<file path="src/rtl/cam_frame_writer.sv">
// Camera frame writer: places RGB565 pixels into a double-buffered frame store
// and hands the completed bank to the display side after each good frame.
module cam_frame_writer #(
   parameter int H_ACTIVE = 640,
   parameter int V_ACTIVE = 480,
   parameter int ADDR_W   = 19
) (
   input  logic              i_pclk,
   input  logic              i_rst_n,
   input  logic              i_capture_en,
   input  logic              i_vsync,
   input  logic              i_href,
   input  logic [15:0]       i_pixel,
   input  logic              i_pixel_en,
   output logic              o_wr_en,
   output logic [ADDR_W:0]   o_wr_addr,
   output logic [15:0]       o_wr_data,
   output logic              o_rd_bank,
   output logic              o_frame_done,
   output logic              o_frame_err
);

   localparam int XW = $clog2(H_ACTIVE + 1);
   localparam int YW = $clog2(V_ACTIVE + 1);
   // One extra bit so a full frame count still fits when H*V == 2^ADDR_W.
   localparam int IW = ADDR_W + 1;
   localparam logic [XW-1:0] X_MAX = XW'(H_ACTIVE);
   localparam logic [YW-1:0] Y_MAX = YW'(V_ACTIVE);
   localparam logic [IW-1:0] TOTAL = IW'(H_ACTIVE * V_ACTIVE);

   typedef enum logic [1:0] {IDLE, SYNC, ACTIVE} state_t;

   state_t        state;
   logic          vs_q, hr_q;
   logic [XW-1:0] x;
   logic [YW-1:0] y;
   logic [IW-1:0] idx;
   logic          wr_bank;

   logic          vs_rise, vs_fall, hr_fall, in_active, in_window;
   logic          pix_ok, pix_bad, line_bad, err_now, frame_good;
   logic [XW-1:0] x_inc;
   logic [IW-1:0] idx_inc;

   always_comb begin
      vs_rise    = i_vsync & ~vs_q;
      vs_fall    = ~i_vsync & vs_q;
      hr_fall    = ~i_href & hr_q;
      in_active  = (state == ACTIVE);
      in_window  = (x < X_MAX) && (y < Y_MAX);
      pix_ok     = in_active & i_pixel_en & in_window;
      pix_bad    = in_active & i_pixel_en & ~in_window;
      // A pixel landing on the href-fall cycle counts toward that line's length.
      x_inc      = pix_ok ? x + 1'b1 : x;
      idx_inc    = pix_ok ? idx + 1'b1 : idx;
      line_bad   = in_active & hr_fall & (x_inc != X_MAX);
      err_now    = o_frame_err | pix_bad | line_bad;
      frame_good = (idx_inc == TOTAL) & ~err_now;
   end

   always_ff @(posedge i_pclk or negedge i_rst_n) begin
      if (!i_rst_n) begin
         state        <= IDLE;
         vs_q         <= 1'b1;
         hr_q         <= 1'b0;
         x            <= '0;
         y            <= '0;
         idx          <= '0;
         wr_bank      <= 1'b0;
         o_rd_bank    <= 1'b1;
         o_wr_en      <= 1'b0;
         o_wr_addr    <= '0;
         o_wr_data    <= '0;
         o_frame_done <= 1'b0;
         o_frame_err  <= 1'b0;
      end else begin
         vs_q         <= i_vsync;
         hr_q         <= i_href;
         o_wr_en      <= 1'b0;
         o_frame_done <= 1'b0;

         if (pix_ok) begin
            o_wr_en   <= 1'b1;
            o_wr_data <= i_pixel;
            o_wr_addr <= {wr_bank, idx[ADDR_W-1:0]};
         end

         case (state)
            IDLE: begin
               if (i_capture_en) state <= SYNC;
            end
            SYNC: begin
               if (vs_fall) begin
                  state       <= ACTIVE;
                  x           <= '0;
                  y           <= '0;
                  idx         <= '0;
                  o_frame_err <= 1'b0;
               end
            end
            ACTIVE: begin
               x           <= x_inc;
               idx         <= idx_inc;
               o_frame_err <= err_now;
               if (hr_fall) begin
                  x <= '0;
                  if (y != Y_MAX) y <= y + 1'b1;
               end
               // Capture enable only decides where we go after the frame ends.
               if (vs_rise) begin
                  if (frame_good) begin
                     o_rd_bank    <= wr_bank;
                     wr_bank      <= ~wr_bank;
                     o_frame_done <= 1'b1;
                  end else begin
                     o_frame_err  <= 1'b1;
                  end
                  state <= i_capture_en ? SYNC : IDLE;
               end
            end
            default: state <= IDLE;
         endcase
      end
   end

endmodule

</file>
<file path="config.mk">
export PLATFORM = sky130hd
export DESIGN_NAME = cam_frame_writer
export DESIGN_NICKNAME = d
export VERILOG_FILES = /design/src/rtl/cam_frame_writer.sv
export SDC_FILE = /design/constraint.sdc
export NUM_CORES = 1
export LEC_CHECK = 0
export BUFFER_PORTS_ARGS = -buffer_cell sky130_fd_sc_hd__buf_2
export CAP_MARGIN = 25
export CELL_PAD_IN_SITES_DETAIL_PLACEMENT = 2
export CELL_PAD_IN_SITES_GLOBAL_PLACEMENT = 2
export CORE_MARGIN = 2
export CORE_UTILIZATION = 35
export CTS_CLUSTER_SIZE = 40
export DETAILED_ROUTE_END_ITERATION = 10
export GPL_TIMING_DRIVEN = 0
export HOLD_SLACK_MARGIN = 0.03
export MAX_ROUTING_LAYER = met4
export PLACE_DENSITY_LB_ADDON = 0.1
export SETUP_SLACK_MARGIN = 0.05
export SLEW_MARGIN = 20
export SYNTH_ARGS = -nofsm -noshare
export SYNTH_HDL_FRONTEND = slang
export SYNTH_SLANG_ARGS = --single-unit
</file>
<file path="constraint.sdc">
create_clock -name i_pclk -period 2.87 [get_ports i_pclk]
set_input_delay 0.287 -clock i_pclk [delete_from_list [all_inputs] [get_ports i_pclk]]
set_output_delay 0.287 -clock i_pclk [all_outputs]
set_load 0.01 [all_outputs]
</file>
# [Word level (Yosys, flattened, before mapping)]
# Cells that the tools add are included.
[word_totals] output_inout_bits=40 in_bits=22 register_bits=84 wordCells=76
[classes] muxes=24 n_bitwise=17 magnitude_cmp=2 add_sub_neg=3 n_reduce_logical=7 n_eq_ne=10
[ops] operator="20-bit 2-to-1 mux" n=2
[ops] operator="20-bit one-hot mux with 2 select lines" n=1
[ops] operator="10-bit 2-to-1 mux" n=3
[ops] operator="9-bit 2-to-1 mux" n=3
[ops] operator="20-bit by 1-bit adder with 20-bit output, second input constant" n=1
[ops] operator="20-bit by 19-bit equality test with 1-bit output, second input constant" n=1
[ops] operator="10-bit one-hot mux with 2 select lines" n=1
[ops] operator="9-bit one-hot mux with 2 select lines" n=1
[ops] operator="10-bit by 1-bit adder with 10-bit output, second input constant" n=1
[ops] operator="10-bit < comparator, second input constant" n=1
[ops] operator="10-bit inequality test, second input constant" n=1
[ops] operator="9-bit by 1-bit adder with 9-bit output, second input constant" n=1
[ops] operator="1-bit bitwise AND" n=9
[ops] operator="9-bit < comparator, second input constant" n=1
[ops] operator="9-bit inequality test, second input constant" n=1
[ops] operator="1-bit 2-to-1 mux" n=8
[ops] operator="2-bit inequality test, second input constant" n=4
[ops] operator="2-bit 2-to-1 mux" n=3
[ops] operator="1-bit NOT" n=6
[ops] operator="2-bit one-hot mux with 3 select lines" n=1
[ops] operator="3-bit AND reduction" n=2
[ops] operator="4-bit AND reduction" n=1
[ops] operator="2-bit by 1-bit equality test with 1-bit output, second input constant" n=1
[ops] operator="2-bit equality test, second input constant" n=1
[ops] operator="other kinds (7)" n=8

# [Depth between registers and ports, before layout]
[logic_depth] word_depth=12 ltp_mapped=10 ltp_nobuf=8

# [Least setup slack after synthesis]
# No wires, ideal clock.
[synth_timing] kind="register -> register" start="reg x[8]" end="reg o_rd_bank" path_slack_ns=0.445 n_path_buf=2 stages_incl_launch_ff=10 arrival_ns=2.341 synth_period_minus_slack_ns=2.425 cell_sequence="dfrtp_1 -> buf_6 -> o21a_4 -> nor4_4 -> buf_4 -> nand4_4 -> a2111oi_4 -> o211ai_2 -> a211oi_2 -> mux2_1"
[synth_via] elab_chain_len=10
[synth_rtl] item="from (decl)" line_no="35" text="logic [XW-1:0] x;"
[synth_rtl] item="from (signal assigned)" line_no="102" text="x <= x_inc;"
[synth_rtl] item="10-bit < comparator" line_no="50" text="in_window = (x < X_MAX) && (y < Y_MAX);"
[synth_rtl] item="1-bit logical AND" line_no="50"
[synth_rtl] item="1-bit bitwise AND" line_no="51" text="pix_ok = in_active & i_pixel_en & in_window;"
[synth_rtl] item="10-bit 2-to-1 mux" line_no="54" text="x_inc = pix_ok ? x + 1'b1 : x;"
[synth_rtl] item="10-bit inequality test" line_no="56" text="line_bad = in_active & hr_fall & (x_inc != X_MAX);"
[synth_rtl] item="1-bit bitwise AND" line_no="56"
[synth_rtl] item="1-bit bitwise OR" line_no="57" text="err_now = o_frame_err | pix_bad | line_bad;"
[synth_rtl] item="1-bit NOT" line_no="58" text="frame_good = (idx_inc == TOTAL) & ~err_now;"
[synth_rtl] item="1-bit bitwise AND (*)" line_no="58"
[synth_rtl] item="3-bit AND reduction (no line) (*)"
[synth_rtl] item="to (signal assigned)" line_no="112" text="o_rd_bank <= wr_bank;"
[synth_rtl] item="to (decl)" line_no="18" text="output logic o_rd_bank,"
# Every way passes the cells marked *; elsewhere a longest branch is shown, timed or not.
# A chain may end at the register's enable or synchronous reset.

# [Worst setup path after layout]
[layout_timing] start="reg state[0]" end="reg o_rd_bank"
[layout_via] elab_chain_len=10
[layout_rtl] item="from (decl)" line_no="33" text="state_t state;"
[layout_rtl] item="from (signal assigned)" line_no="118" text="state <= i_capture_en ? SYNC : IDLE;"
[layout_rtl] item="2-bit equality test (*)" line_no="49, 88"
[layout_rtl] item="1-bit bitwise AND" line_no="51, 52"
[layout_rtl] item="1-bit bitwise AND" line_no="51"
[layout_rtl] item="10-bit 2-to-1 mux" line_no="54"
[layout_rtl] item="10-bit inequality test" line_no="56"
[layout_rtl] item="1-bit bitwise AND" line_no="56"
[layout_rtl] item="1-bit bitwise OR" line_no="57"
[layout_rtl] item="1-bit NOT" line_no="58"
[layout_rtl] item="1-bit bitwise AND" line_no="58"
[layout_rtl] item="3-bit AND reduction (no line) (*)"
# Marks and branches as above.

==> results.txt <==
- Number of buffers created by CTS: 9
- The endpoint identified for the worst register-to-register timing path is o_rd_bank.
- Final total negative setup slack: 0 ns
- From synthesis to final layout, the design area changed by 22.74%.
- Summing the sequential cell areas from Yosys gives 46.58% of the chip area.
- The number of antenna violations at the first check in global routing came to 0.
- Post-layout min period: 2.736 ns
- The final count of pins violating max slew is 0.
* VDD IR max: 0.3145 mV
* Flip-flop and latch count after synthesis: 84
- Die outline area: 13830 um2
* Reg2reg start: state[0]
- Total via count in the routed design: 4057
- Net total in the final layout: 613
- Hold EP: vs_q
- Yosys cell types: 73
- The tree is rooted in a clkbuf_16.
- Global routing finished with a remaining overflow of 0.
* Outcome: completed
* Post-route clock period utilization: 95.33%
- Setup violations, final: 0
* Total number of H-tree levels: 3
- The critical path is of the flop to flop type.
- Max-cap violations in this run came to 0.
- CP Max Fanout: 7
- Critical path launch point type: flop
- On the final layout, the worst clock skew is 0.006376 ns.
* RD Place Congestion: 0.9429
- Count of unresolved DRC violations after routing: 0
* Insertion delay to the later sink of the worst-skew pair: 0.34 ns
* Most used flip-flop cell after synthesis: dfrtp_1
- Dividing the detail-routed wire length by the instance count gives 18.25 um.
- Along the worst hold path, the cell count comes to 1.
* Async set-reset flop share out of synthesis: 100.0%
- For this run, the number of Yosys warnings is 0.
* Total placed cells including tap cells: 738
- The first detailed-routing pass ran for 4 iterations.
- Via-per-instance ratio: 5.317
- Synthesis produced a netlist whose cell count is 504.
- Sequential cell fraction of total power: 42.0%
* Worst-case clock buffer depth: 2
- The number of global-route vias before repair came to 4336.
- Floorplan row count: 41
- Number of placed I/O pins: 62
- Placed instance area: 5069 um2
- Port buffering added 61 buffers.
* TritonCTS clock tree: yes
* Design area: 5545 um2
- Clock edge transition at the registers on the reported setup and hold paths: 0.06 ns
* DRT Wirelength: 13.93 mm
- Detailed placement finished with a half-perimeter wire length of 10.25 mm.
* Post-DRT Antenna Nets: 0
* Initial standard-cell utilization of the core: 35.80%
- Fraction of power spent switching nets: 31.27%
* Power Dens Cells: 617.2 nW/um2
* Share of power burned in combinational logic: 21.6%
- Summed over all nets, the switching power comes to 0.001070 W.
* Detailed Route Iter0 Violations: 193
- Synthesized Nets: 530
- Critical path data required time: 3.13 ns
* Horiz. Die Dim: 117.6 um
- The die is 117.6 um tall.
* Maximum number of pins on one net before global-route repair: 56
- Share of layout cells above drive strength 1: 22.67%
* Synthesized area divided by synthesized cell count: 8.964 um2
* Hold path start: i_vsync
* Arrival time worst endpoint: 3.00 ns
- Hold Crit Class: primary input to flop
- After synthesis the cells add up to 4518 um2.
- Part of the total power dissipated in the clock network: 36.4%
* Final hold violations: 0
- In this run, synthesis inferred 0 flip-flops with an integrated enable.
- Final std cells w/o fill: 763
- The repair_antennas step left the layout with diodes totalling 0.
* Leakage power total: 2.675 nW
- Logic depth of the worst register-to-register path: 9
- Setup repair after global routing missed its margin: true
- At the pin with the least slew margin, the transition time is 0.6375 ns.
- For this run, the total global-route usage over all layers was measured as 21.88%.
- Critical path endpoint category: flop
- Derived from the worst setup path, the maximum achievable clock frequency is 365.5 MHz.
- The first global-routing pass estimated 23.60 mm of wire.
- Fill cells in the final layout number 1415.
- The worst pin sits at a relative slew slack of 57.50%.
- The total area inside the core boundary comes to 12620 um2.
- CTS saw 84 sinks.
* Design internal power: 0.002352 W
- Worst R2R Setup Slack: 0.13 ns
## registers in the layout (all words and copies together), names as in the netlist
name          cells
vs_q              1
o_wr_en           1
o_frame_done      1
state             2
o_wr_data        16
idx              20
o_rd_bank         1
hr_q              1
o_frame_err       1
o_wr_addr        20
wr_bank           1
y                 9
x                10
## placed cells by master, fill, tap and decap left out, drive strengths merged, types with 3 or more instances in the layout
| cell type | netlist | layout |
|---|---|---|
| nor2b | 6 | 6 |
| nand3 | 23 | 23 |
| a21oi | 18 | 18 |
| a211oi | 4 | 4 |
| nor4 | 5 | 5 |
| nor3 | 5 | 5 |
| and2 | 4 | 4 |
| nand4 | 16 | 16 |
| dfrtp | 82 | 82 |
| a31oi | 3 | 3 |
| nand4b | 3 | 3 |
| mux2i | 9 | 9 |
| xnor2 | 8 | 8 |
| and4 | 7 | 7 |
| inv | 7 | 8 |
| ha | 4 | 4 |
| a41oi | 3 | 3 |
| buf | 19 | 89 |
| o21ai | 36 | 36 |
| o211ai | 3 | 3 |
| xor2 | 6 | 6 |
| clkbuf | 8 | 18 |
| nor2 | 35 | 35 |
| nand2 | 135 | 135 |
| mux2 | 6 | 6 |
| o31ai | 4 | 4 |
| nand3b | 3 | 3 |
| and3 | 6 | 6 |
## cells in the mapped netlist (all sizes together) (4+ instances only)
library cell / count / area [um2]
nand2: 135 / 514.2
dfrtp: 82 / 2052
o21ai: 36 / 191.4
nor2: 35 / 131.4
nand3: 23 / 120.1
buf: 19 / 93.84
a21oi: 18 / 90.09
nand4: 16 / 136.4
mux2i: 9 / 90.09
clkbuf: 8 / 30.03
xnor2: 8 / 77.58
and4: 7 / 61.31
inv: 7 / 26.28
and3: 6 / 42.54
mux2: 6 / 71.31
nor2b: 6 / 37.54
xor2: 6 / 52.55
nor3: 5 / 25.02
nor4: 5 / 46.29
a211oi: 4 / 40.03
and2: 4 / 25.02
ha: 4 / 50.05
o31ai: 4 / 30.03
## worst max-delay path, cell delays in order, from the launching register on
cell and delay, ns:
dfrtp_2 0.45, and3b_2 0.30, buf_4 0.14, nand4_1 0.23, buf_4 0.23, nor4_2 0.22
o2111ai_1 0.13, nand4b_1 0.28, a211oi_4 0.30, mux2_1 0.36
## how the worst max path moves through the flow
| stage | startpoint | to | slack [ns] | depth (start not counted) |
|---|---|---|---|---|
| 2_1_floorplan | x[8] | o_rd_bank | 0.44 | 9 |
| 3_3_place_gp | idx[0] | o_rd_bank | 0.05 | 8 |
| 3_5_place_dp | y[5] | o_rd_bank | -0.01 | 8 |
| 4_1_cts | state[0] | o_frame_done | 0.06 | 8 |
| 5_1_grt | state[0] | o_rd_bank | 0.006 | 9 |
| 6_report | state[0] | o_rd_bank | 0.13 | 9 |
## power by group through the flow
stage	sequential, W	combinational [W]	clock, W
2_1_floorplan	0.00150	0.000343	0
3_3_place_gp	0.00144	0.000686	0
3_5_place_dp	0.00146	0.000728	0
4_1_cts	0.00144	0.000736	0.00129
5_1_grt	0.00146	0.000830	0.00134
6_report	0.00144	0.000738	0.00125
## area by class of cell
cell class | count | area, um2 | area share [%]
inverter | 8 | 31.28 | 0.5641
sequential | 84 | 2107 | 38.00
timing repair buffer | 72 | 412.9 | 7.446
tap | 172 | 215.2 | 3.881
multi-input combinational | 385 | 2332 | 42.06
buffer | 27 | 132.6 | 2.392
clock buffer | 9 | 225.2 | 4.061
clock inverter | 6 | 88.84 | 1.602
## cell families after synthesis
| kind of cell | synth area share (%) |
|---|---|
| DFF | 46.58 |
| xor gates and xnor gates | 2.880 |
| adders and majority gates | 1.108 |
| muxes | 3.572 |
| buffers and inverters | 3.434 |
| AOI/OAI and AO/OA | 13.49 |
| and+or+nand+nor | 28.94 |
## routing by layer
layer | up-vias | wire length, um | part of all wire (%) | GRT usage, %
met4 | 0 | 175 | 1.3 | 7.154
met3 | 9 | 399 | 2.9 | 2.810
li1 | 1932 | - | - | -
met1 | 2038 | 6523 | 47 | 27.88
met2 | 78 | 6827 | 49 | 36.23
met5 | - | 0 | 0 | -
## stage by stage
stage	worst slack (ns)	utilization, %	power, W	hold WS (ns)
final	0.1341	43.94	0.003423	0.05811
after detailed placement	-0.01316	40.16	0.002192	0.2625
after CTS	0.06096	43.04	0.003465	0.04343
after global placement	0.04621	39.93	0.002130	0.4087
after floorplan	0.4446	-	0.001840	-0.008591
after global routing	0.005554	43.94	0.003627	0.05080
## timing repair
action / CTS / global route
buffers inserted: 0 / 9
hold buffers: 1 / 0
setup endpoints to repair: 2 / 3
pin swaps: 0 / 6
hold endpoints to repair: 28 / 0
resized for setup: 7 / 13
Power figures use the tool's default switching activity.
